[config.mk]
export PLATFORM = sky130hd
export DESIGN_NAME = round_key_bank_flat
export DESIGN_NICKNAME = d
export VERILOG_FILES = /design/src/rtl/aes_pkg.sv /design/src/rtl/round_key_bank_if.sv /design/src/rtl/round_key_regfile.sv /design/src/rtl/round_key_bank.sv /design/src/flat_wrapper.sv
export SDC_FILE = /design/constraint.sdc
export NUM_CORES = 2
export LEC_CHECK = 0
export ABC_AREA = 1
export CORE_AREA = 2 2 599 601
export DETAILED_ROUTE_END_ITERATION = 6
export DIE_AREA = 0 0 601 603
export GPL_ROUTABILITY_DRIVEN = 0
export GPL_TIMING_DRIVEN = 0
export PLACE_DENSITY = 0.47
export REMOVE_ABC_BUFFERS = 1
export SETUP_SLACK_MARGIN = 0.2
export SLEW_MARGIN = 20
export SYNTH_ARGS = -nofsm -noshare
export SYNTH_HDL_FRONTEND = slang
export SYNTH_SLANG_ARGS = --single-unit
[constraint.sdc]
create_clock -name clk -period 17.55 [get_ports clk]
set_clock_uncertainty 0.05 [all_clocks]
set_input_delay 5.265 -clock clk [delete_from_list [all_inputs] [get_ports clk]]
set_output_delay 5.265 -clock clk [all_outputs]
set_load 0.02 [all_outputs]
[src/rtl/aes_pkg.sv]
// Shared definitions for the AES key datapath: default key geometry and the
// round-key bank FSM encoding.
package aes_pkg;

  localparam int KEY_LEN       = 128;
  localparam int NUMS_OF_ROUND = 10;
  localparam int ADDR_W        = 4;

  localparam logic [1:0] IDLE  = 2'd0;
  localparam logic [1:0] FILL  = 2'd1;
  localparam logic [1:0] READY = 2'd2;

  typedef enum logic [1:0] {
    ST_IDLE  = IDLE,
    ST_FILL  = FILL,
    ST_READY = READY
  } bank_state_t;

endpackage

[src/rtl/round_key_bank_if.sv]
// Round-key bank bus: key load and expansion capture on the upstream side,
// request/valid round-key read port on the downstream side.
interface round_key_bank_if #(
  parameter int KEY_LEN       = aes_pkg::KEY_LEN,
  parameter int NUMS_OF_ROUND = aes_pkg::NUMS_OF_ROUND,
  parameter int ADDR_W        = aes_pkg::ADDR_W
);

  logic [KEY_LEN-1:0]               key_in;
  logic                             key_load;
  logic [NUMS_OF_ROUND*KEY_LEN-1:0] key_expan;
  logic [NUMS_OF_ROUND-1:0]         exp_valid;
  logic                             rk_req;
  logic [ADDR_W-1:0]                rk_addr;
  logic                             rk_valid;
  logic [KEY_LEN-1:0]               rk_data;
  logic                             rk_miss;
  logic                             bank_ready;
  logic                             busy;
  logic                             load_err;

  modport master (
    output key_in, key_load, key_expan, exp_valid, rk_req, rk_addr,
    input  rk_valid, rk_data, rk_miss, bank_ready, busy, load_err
  );

  modport slave (
    input  key_in, key_load, key_expan, exp_valid, rk_req, rk_addr,
    output rk_valid, rk_data, rk_miss, bank_ready, busy, load_err
  );

endinterface

[src/rtl/round_key_regfile.sv]
// (NUMS_OF_ROUND+1) x KEY_LEN round-key storage. Entry 0 has its own write
// port for the cipher key; entries 1..N are written from expansion slices.
// The read port is registered and returns zero when the caller flags a miss.
module round_key_regfile #(
  parameter int KEY_LEN       = aes_pkg::KEY_LEN,
  parameter int NUMS_OF_ROUND = aes_pkg::NUMS_OF_ROUND,
  parameter int ADDR_W        = aes_pkg::ADDR_W
) (
  input  logic                             clk,
  input  logic                             reset,
  input  logic                             wr0_en,
  input  logic [KEY_LEN-1:0]               wr0_data,
  input  logic [NUMS_OF_ROUND-1:0]         slice_we,
  input  logic [NUMS_OF_ROUND*KEY_LEN-1:0] slice_data,
  input  logic                             rd_en,
  input  logic                             rd_hit,
  input  logic [ADDR_W-1:0]                rd_addr,
  output logic [KEY_LEN-1:0]               rd_data_p1
);

  logic [KEY_LEN-1:0] bank_q [NUMS_OF_ROUND+1];
  logic [KEY_LEN-1:0] rd_word;

  // Storage writes: cipher key into entry 0, expansion slice i into entry i+1.
  always_ff @(posedge clk) begin
    if (wr0_en) begin
      bank_q[0] <= wr0_data;
    end
    for (int i = 0; i < NUMS_OF_ROUND; i++) begin
      if (slice_we[i]) begin
        bank_q[i+1] <= slice_data[i*KEY_LEN +: KEY_LEN];
      end
    end
  end

  // Read mux; addresses past the last entry select nothing.
  always_comb begin
    rd_word = '0;
    for (int i = 0; i <= NUMS_OF_ROUND; i++) begin
      if (rd_addr == ADDR_W'(i)) begin
        rd_word = bank_q[i];
      end
    end
  end

  // ---- read stage p1: registered data, held while no request is present ----
  always_ff @(posedge clk) begin
    if (reset) begin
      rd_data_p1 <= '0;
    end else if (rd_en) begin
      rd_data_p1 <= rd_hit ? rd_word : '0;
    end
  end

endmodule

[src/rtl/round_key_bank.sv]
// Round-key bank: captures the cipher key and the expanded round keys into an
// 11-entry bank, tracks which entries belong to the current key with a capture
// mask, and serves keys by round index with a fixed one-cycle read latency.
module round_key_bank
  import aes_pkg::*;
#(
  parameter int KEY_LEN       = aes_pkg::KEY_LEN,
  parameter int NUMS_OF_ROUND = aes_pkg::NUMS_OF_ROUND,
  parameter int ADDR_W        = aes_pkg::ADDR_W
) (
  input logic              clk,
  input logic              reset,
  round_key_bank_if.slave  bus
);

  bank_state_t              state_q, state_d;
  logic [NUMS_OF_ROUND-1:0] hist_q;
  logic [NUMS_OF_ROUND-1:0] edge_cap;
  logic [NUMS_OF_ROUND:0]   mask_q;
  logic                     mask_full;
  logic                     load_acc;
  logic                     rd_hit;
  logic                     load_err_p1;
  logic                     vld_p1;
  logic                     miss_p1;
  logic [KEY_LEN-1:0]       rd_data_p1;

  assign mask_full = &mask_q;

  // FSM state register.
  always_ff @(posedge clk) begin
    if (reset) begin
      state_q <= ST_IDLE;
    end else begin
      state_q <= state_d;
    end
  end

  // Next state, load acceptance and capture enables. Edges are only honoured
  // while filling, so a stray expansion valid never disturbs a finished bank.
  always_comb begin
    state_d  = state_q;
    load_acc = 1'b0;
    edge_cap = '0;
    case (state_q)
      ST_IDLE, ST_READY: begin
        if (bus.key_load) begin
          load_acc = 1'b1;
          state_d  = ST_FILL;
        end
      end
      ST_FILL: begin
        edge_cap = bus.exp_valid & ~hist_q;
        if (mask_full) begin
          state_d = ST_READY;
        end
      end
      default: state_d = ST_IDLE;
    endcase
  end

  // Capture mask and exp_valid edge history; a new key restarts both so the
  // first valid of every stage is seen as an edge.
  always_ff @(posedge clk) begin
    if (reset) begin
      mask_q <= '0;
      hist_q <= '0;
    end else if (load_acc) begin
      mask_q <= {{NUMS_OF_ROUND{1'b0}}, 1'b1};
      hist_q <= '0;
    end else begin
      mask_q <= mask_q | {edge_cap, 1'b0};
      hist_q <= bus.exp_valid;
    end
  end

  // Rejected-load flag: a key_load that arrives mid-fill pulses load_err.
  always_ff @(posedge clk) begin
    if (reset) begin
      load_err_p1 <= 1'b0;
    end else begin
      load_err_p1 <= bus.key_load && (state_q == ST_FILL);
    end
  end

  // Hit when the index names a real entry whose mask bit is set before this
  // edge; captures and reloads on the same edge are therefore not yet visible.
  always_comb begin
    rd_hit = 1'b0;
    for (int i = 0; i <= NUMS_OF_ROUND; i++) begin
      if ((bus.rk_addr == ADDR_W'(i)) && mask_q[i]) begin
        rd_hit = 1'b1;
      end
    end
  end

  // ---- read stage p1: response strobe and miss flag ----
  always_ff @(posedge clk) begin
    if (reset) begin
      vld_p1  <= 1'b0;
      miss_p1 <= 1'b0;
    end else begin
      vld_p1  <= bus.rk_req;
      miss_p1 <= bus.rk_req && !rd_hit;
    end
  end

  round_key_regfile #(
    .KEY_LEN       (KEY_LEN),
    .NUMS_OF_ROUND (NUMS_OF_ROUND),
    .ADDR_W        (ADDR_W)
  ) u_regfile (
    .clk        (clk),
    .reset      (reset),
    .wr0_en     (load_acc),
    .wr0_data   (bus.key_in),
    .slice_we   (edge_cap),
    .slice_data (bus.key_expan),
    .rd_en      (bus.rk_req),
    .rd_hit     (rd_hit),
    .rd_addr    (bus.rk_addr),
    .rd_data_p1 (rd_data_p1)
  );

  assign bus.rk_valid   = vld_p1;
  assign bus.rk_miss    = miss_p1;
  assign bus.rk_data    = rd_data_p1;
  assign bus.busy       = (state_q == ST_FILL);
  assign bus.bank_ready = (state_q == ST_READY);
  assign bus.load_err   = load_err_p1;

endmodule
[src/flat_wrapper.sv]
// flat-port wrapper written by rule: the top's interface ports become plain ports
module round_key_bank_flat import aes_pkg::*;
#(
  parameter int KEY_LEN       = aes_pkg::KEY_LEN,
  parameter int NUMS_OF_ROUND = aes_pkg::NUMS_OF_ROUND,
  parameter int ADDR_W        = aes_pkg::ADDR_W
)
  (clk, reset, bus_key_in, bus_key_load, bus_key_expan, bus_exp_valid, bus_rk_req, bus_rk_addr, bus_rk_valid, bus_rk_data, bus_rk_miss, bus_bank_ready, bus_busy, bus_load_err);
  round_key_bank_if #(.KEY_LEN(KEY_LEN), .NUMS_OF_ROUND(NUMS_OF_ROUND), .ADDR_W(ADDR_W)) bus_i ();
  input logic clk;
  input logic reset;
  input wire logic [$bits(bus_i.key_in)-1:0] bus_key_in;
  input wire logic [$bits(bus_i.key_load)-1:0] bus_key_load;
  input wire logic [$bits(bus_i.key_expan)-1:0] bus_key_expan;
  input wire logic [$bits(bus_i.exp_valid)-1:0] bus_exp_valid;
  input wire logic [$bits(bus_i.rk_req)-1:0] bus_rk_req;
  input wire logic [$bits(bus_i.rk_addr)-1:0] bus_rk_addr;
  output wire logic [$bits(bus_i.rk_valid)-1:0] bus_rk_valid;
  output wire logic [$bits(bus_i.rk_data)-1:0] bus_rk_data;
  output wire logic [$bits(bus_i.rk_miss)-1:0] bus_rk_miss;
  output wire logic [$bits(bus_i.bank_ready)-1:0] bus_bank_ready;
  output wire logic [$bits(bus_i.busy)-1:0] bus_busy;
  output wire logic [$bits(bus_i.load_err)-1:0] bus_load_err;
  assign bus_i.key_in = bus_key_in;
  assign bus_i.key_load = bus_key_load;
  assign bus_i.key_expan = bus_key_expan;
  assign bus_i.exp_valid = bus_exp_valid;
  assign bus_i.rk_req = bus_rk_req;
  assign bus_i.rk_addr = bus_rk_addr;
  assign bus_rk_valid = bus_i.rk_valid;
  assign bus_rk_data = bus_i.rk_data;
  assign bus_rk_miss = bus_i.rk_miss;
  assign bus_bank_ready = bus_i.bank_ready;
  assign bus_busy = bus_i.busy;
  assign bus_load_err = bus_i.load_err;
  round_key_bank #(.KEY_LEN(KEY_LEN), .NUMS_OF_ROUND(NUMS_OF_ROUND), .ADDR_W(ADDR_W)) u_core (.clk(clk), .reset(reset), .bus(bus_i));
endmodule
==> flow_metrics.py <==
metrics = {
    "clocking": {
        "cts.sinks": 1562,
        "cts.htree.levels": 4,
        "cts_buffers": 196,
        "postCtsResizedCells": 0,
        "worstSkewPairLatency_ps": 880,
        "cts_buffer_depth": 4,
        "root_buffer": "clkbuf_16",
        "path_clk_slew_ps": 60,
        "ctsHoldBuffers": 0,
        "post-cts-setup-buffers": 0,
        "cts_tree": "yes",
    },
    "outcome": {
        "status": "finished, final reports clean",
    },
    "finish": {
        "multi_input_area_sq_mm": 0.0121,
        "drive_gt1_share_pct": 10.6,
        "final_cell_mix": "nand2_1, clkdlybuf4s50_1, edfxtp_1",
        "final-seq-area_sq_mm": 0.0454,
        "layout_commonest_cell": "nand2_1",
        "final_nets": 8364,
        "area_delta_synth_final_pct": 52.1,
        "final_util_pct": 25.6,
        "fillers": 37508,
    },
    "timing": {
        "timing.fmax_ghz": 0.111,
        "min_period_ps": 9000,
        "slew_headroom_pct": 46.1,
        "final-max-slew-violation-count": 0,
        "rsz0062_at_grt": "false",
        "finalSetupViolations": 0,
        "tns_ps": 0,
        "finalHoldViolations": 0,
        "fin_crit_sh_pct": 51.3,
        "worst_pin_slew_ps": 804,
    },
    "floorplan": {
        "dieArea_sq_mm": 0.362,
        "start_util_pct": 16.8,
        "fp-row-count": 219,
        "ios": 1559,
        "die_x_um": 601,
        "core_sq_mm": 0.355,
        "die_y_um": 603,
    },
    "synthesis": {
        "ys.flop_type": "edfxtp_1",
        "yosysWarningCount": 0,
        "synth_top_area_cell": "edfxtp_1",
        "synth_compound_area_share_pct": 1.36,
        "synthMuxAreaShare_pct": 0,
        "synth-seq-cells": 1562,
        "synth_top_family_by_area": "simple AND/OR/NAND/NOR gates",
        "synth_top_area_share_pct": 70.6,
        "synthTopCellsByArea": "edfxtp_1, nand2_1, dfxtp_1, nor2_1, inv_1",
        "yosys.area_share.simple_pct": 18.6,
        "synth_area_per_cell_sq_um": 11.8,
        "synthAdderAreaFrac_pct": 0,
        "synth_edf_count": 1408,
        "synth-xor-area-share_pct": 0,
        "syn-cell-area_sq_mm": 0.0599,
        "seq_area_frac_synth_pct": 75.8,
        "postSynth.asyncResetShare_pct": 0,
        "netlist_instances": 5074,
        "ys_types": 23,
    },
    "routing": {
        "wl_um": 344000,
        "antenna_left": 0,
        "viasPerCell": 3.94,
        "drt_iter0_markers": 4716,
        "wire_per_inst_um": 28.9,
        "drtPass1Iterations": 6,
        "drcViolationCount": 0,
        "vias": 46981,
    },
    "global_routing": {
        "grt_pass1_vias": 47442,
        "overflow": 0,
        "grt_pass1_wl_um": 448000,
        "grt_max_degree": 68,
        "antenna_found_initial": 150,
        "grt_usage_pct": 18.3,
    },
    "worst_setup_path": {
        "cp.required_ps": 18280,
        "worstPathCellList": "clkdlybuf4s50_1, nand2_1, nor2_4, buf_16, buf_12, inv_4, buf_16, o21ai_1, nor2_1, nand3_1, nand2_4, buf_12, buf_16, nor2_1, nand2_1, a21oi_1",
        "criticalPathCategory": "in -> reg",
        "critPathLaunch": "bus_rk_addr[2]",
        "start_kind": "input port",
        "cp-end-kind": "register",
        "worstReg2RegStart": "u_core.state_q[0]$_SDFFE_PP0P_",
        "critPathMaxFanout": 37,
        "crit_family": "simple AND/OR/NAND/NOR gates",
        "critPathMostFrequentCell": "buf_16",
        "crit_arrival_ps": 9730,
        "cpPeakStageDelay_ps": 580,
        "path_buf_inv": 7,
        "critical-path-slowest-cell": "clkdlybuf4s50_1",
    },
    "pwr": {
        "power_leakage_nw": 33.2,
        "vdd_drop_max_mv": 0.0815,
        "pwr_density_cell_mw_per_mm2": 101,
    },
    "hold_path": {
        "hold_start": "u_core.u_regfile.rd_data_p1[94]$_SDFFE_PP0P_",
        "min_path_type": "reg -> reg",
    },
    "job": {
        "cap_viol_max_count": 0,
    },
    "placed_design": {
        "hpwl_um": 278000,
        "port_buffers": 1558,
    },
}
## through the flow
stage	hold slack, ps	setup WS (ps)	cells	total power (W)	cell area, sq um
after floorplan	390	2750	4853	0.00455	58900
after global placement	399	-13040	11162	0.00522	80400
after detailed placement	410	7770	11491	0.00514	84500
after CTS	420	8740	11849	0.00934	90900
after global routing	431	8410	11897	0.00952	91000
final	413	8550	11917	0.00922	91000
## registers in the layout, indices dropped and copies added (netlist names)
signal	cells
u_core.u_regfile.bank_q	1408
u_core.bus.rk_miss	1
u_core.mask_q	11
u_core.bus.load_err	1
u_core.bus.rk_valid	1
u_core.state_q	2
u_core.u_regfile.rd_data_p1	128
u_core.hist_q	10
## power by group
group          leakage [nW]  internal [W]  switching (W)
Combinational          15.9      0.000403       0.000402
Sequential             14.2       0.00421      0.0000416
Clock                  3.12       0.00237        0.00179
## cells by family after synthesis
group	after synthesis
buffers and inverters	624
DFF	1562
AOI/OAI and AO/OA	162
and+or+nand+nor	2726
## cell usage after synthesis (4+ instances only)
library cell,instances
nand3b_1,21
nor2_1,703
inv_1,396
or2_2,83
o22ai_1,4
buf_6,13
nand3_1,71
buf_1,7
nor3_1,14
clkbuf_1,145
nand2_1,1623
nand4_1,204
inv_2,7
buf_2,54
dfxtp_1,154
edfxtp_1,1408
a21oi_1,157
## tightest hold or removal path, cell delays in order, from the launching register on
cell and delay, ps:
dfxtp_1 310, nand2_1 60, a21oi_1 50
## final cells by class
cell class / count / area share [%]
clock inverter: 124 / 1.39
timing repair buffer: 1887 / 21.4
tap: 4751 / 6.53
multi-input combinational: 2888 / 13.3
clock buffer: 234 / 5.66
antenna: 68 / 0.187
sequential: 1562 / 49.8
inverter: 403 / 1.70
## final timing paths
kind / end / slack (ps) / depth (start not counted)
setup / recovery: u_core.u_regfile.rd_data_p1[94]$_SDFFE_PP0P_ / 8550 / 16
hold / removal: u_core.u_regfile.rd_data_p1[94]$_SDFFE_PP0P_ / 410 / 2
setup reg to reg: u_core.u_regfile.bank_q[5][122]$_DFFE_PP_ / 12550 / 17
hold reg to reg: u_core.u_regfile.rd_data_p1[94]$_SDFFE_PP0P_ / 410 / 2
## layer usage
metal / global-route usage [%] / up-vias / share of wire, %
li1: - / 20793 / -
met1: 22.5 / 23350 / 40
met2: 31.2 / 2303 / 49
met3: 4.19 / 503 / 7.3
met4: 6.63 / 32 / 3.3
met5: 0 / - / 0.060
(Power assumes the default switching activity.)
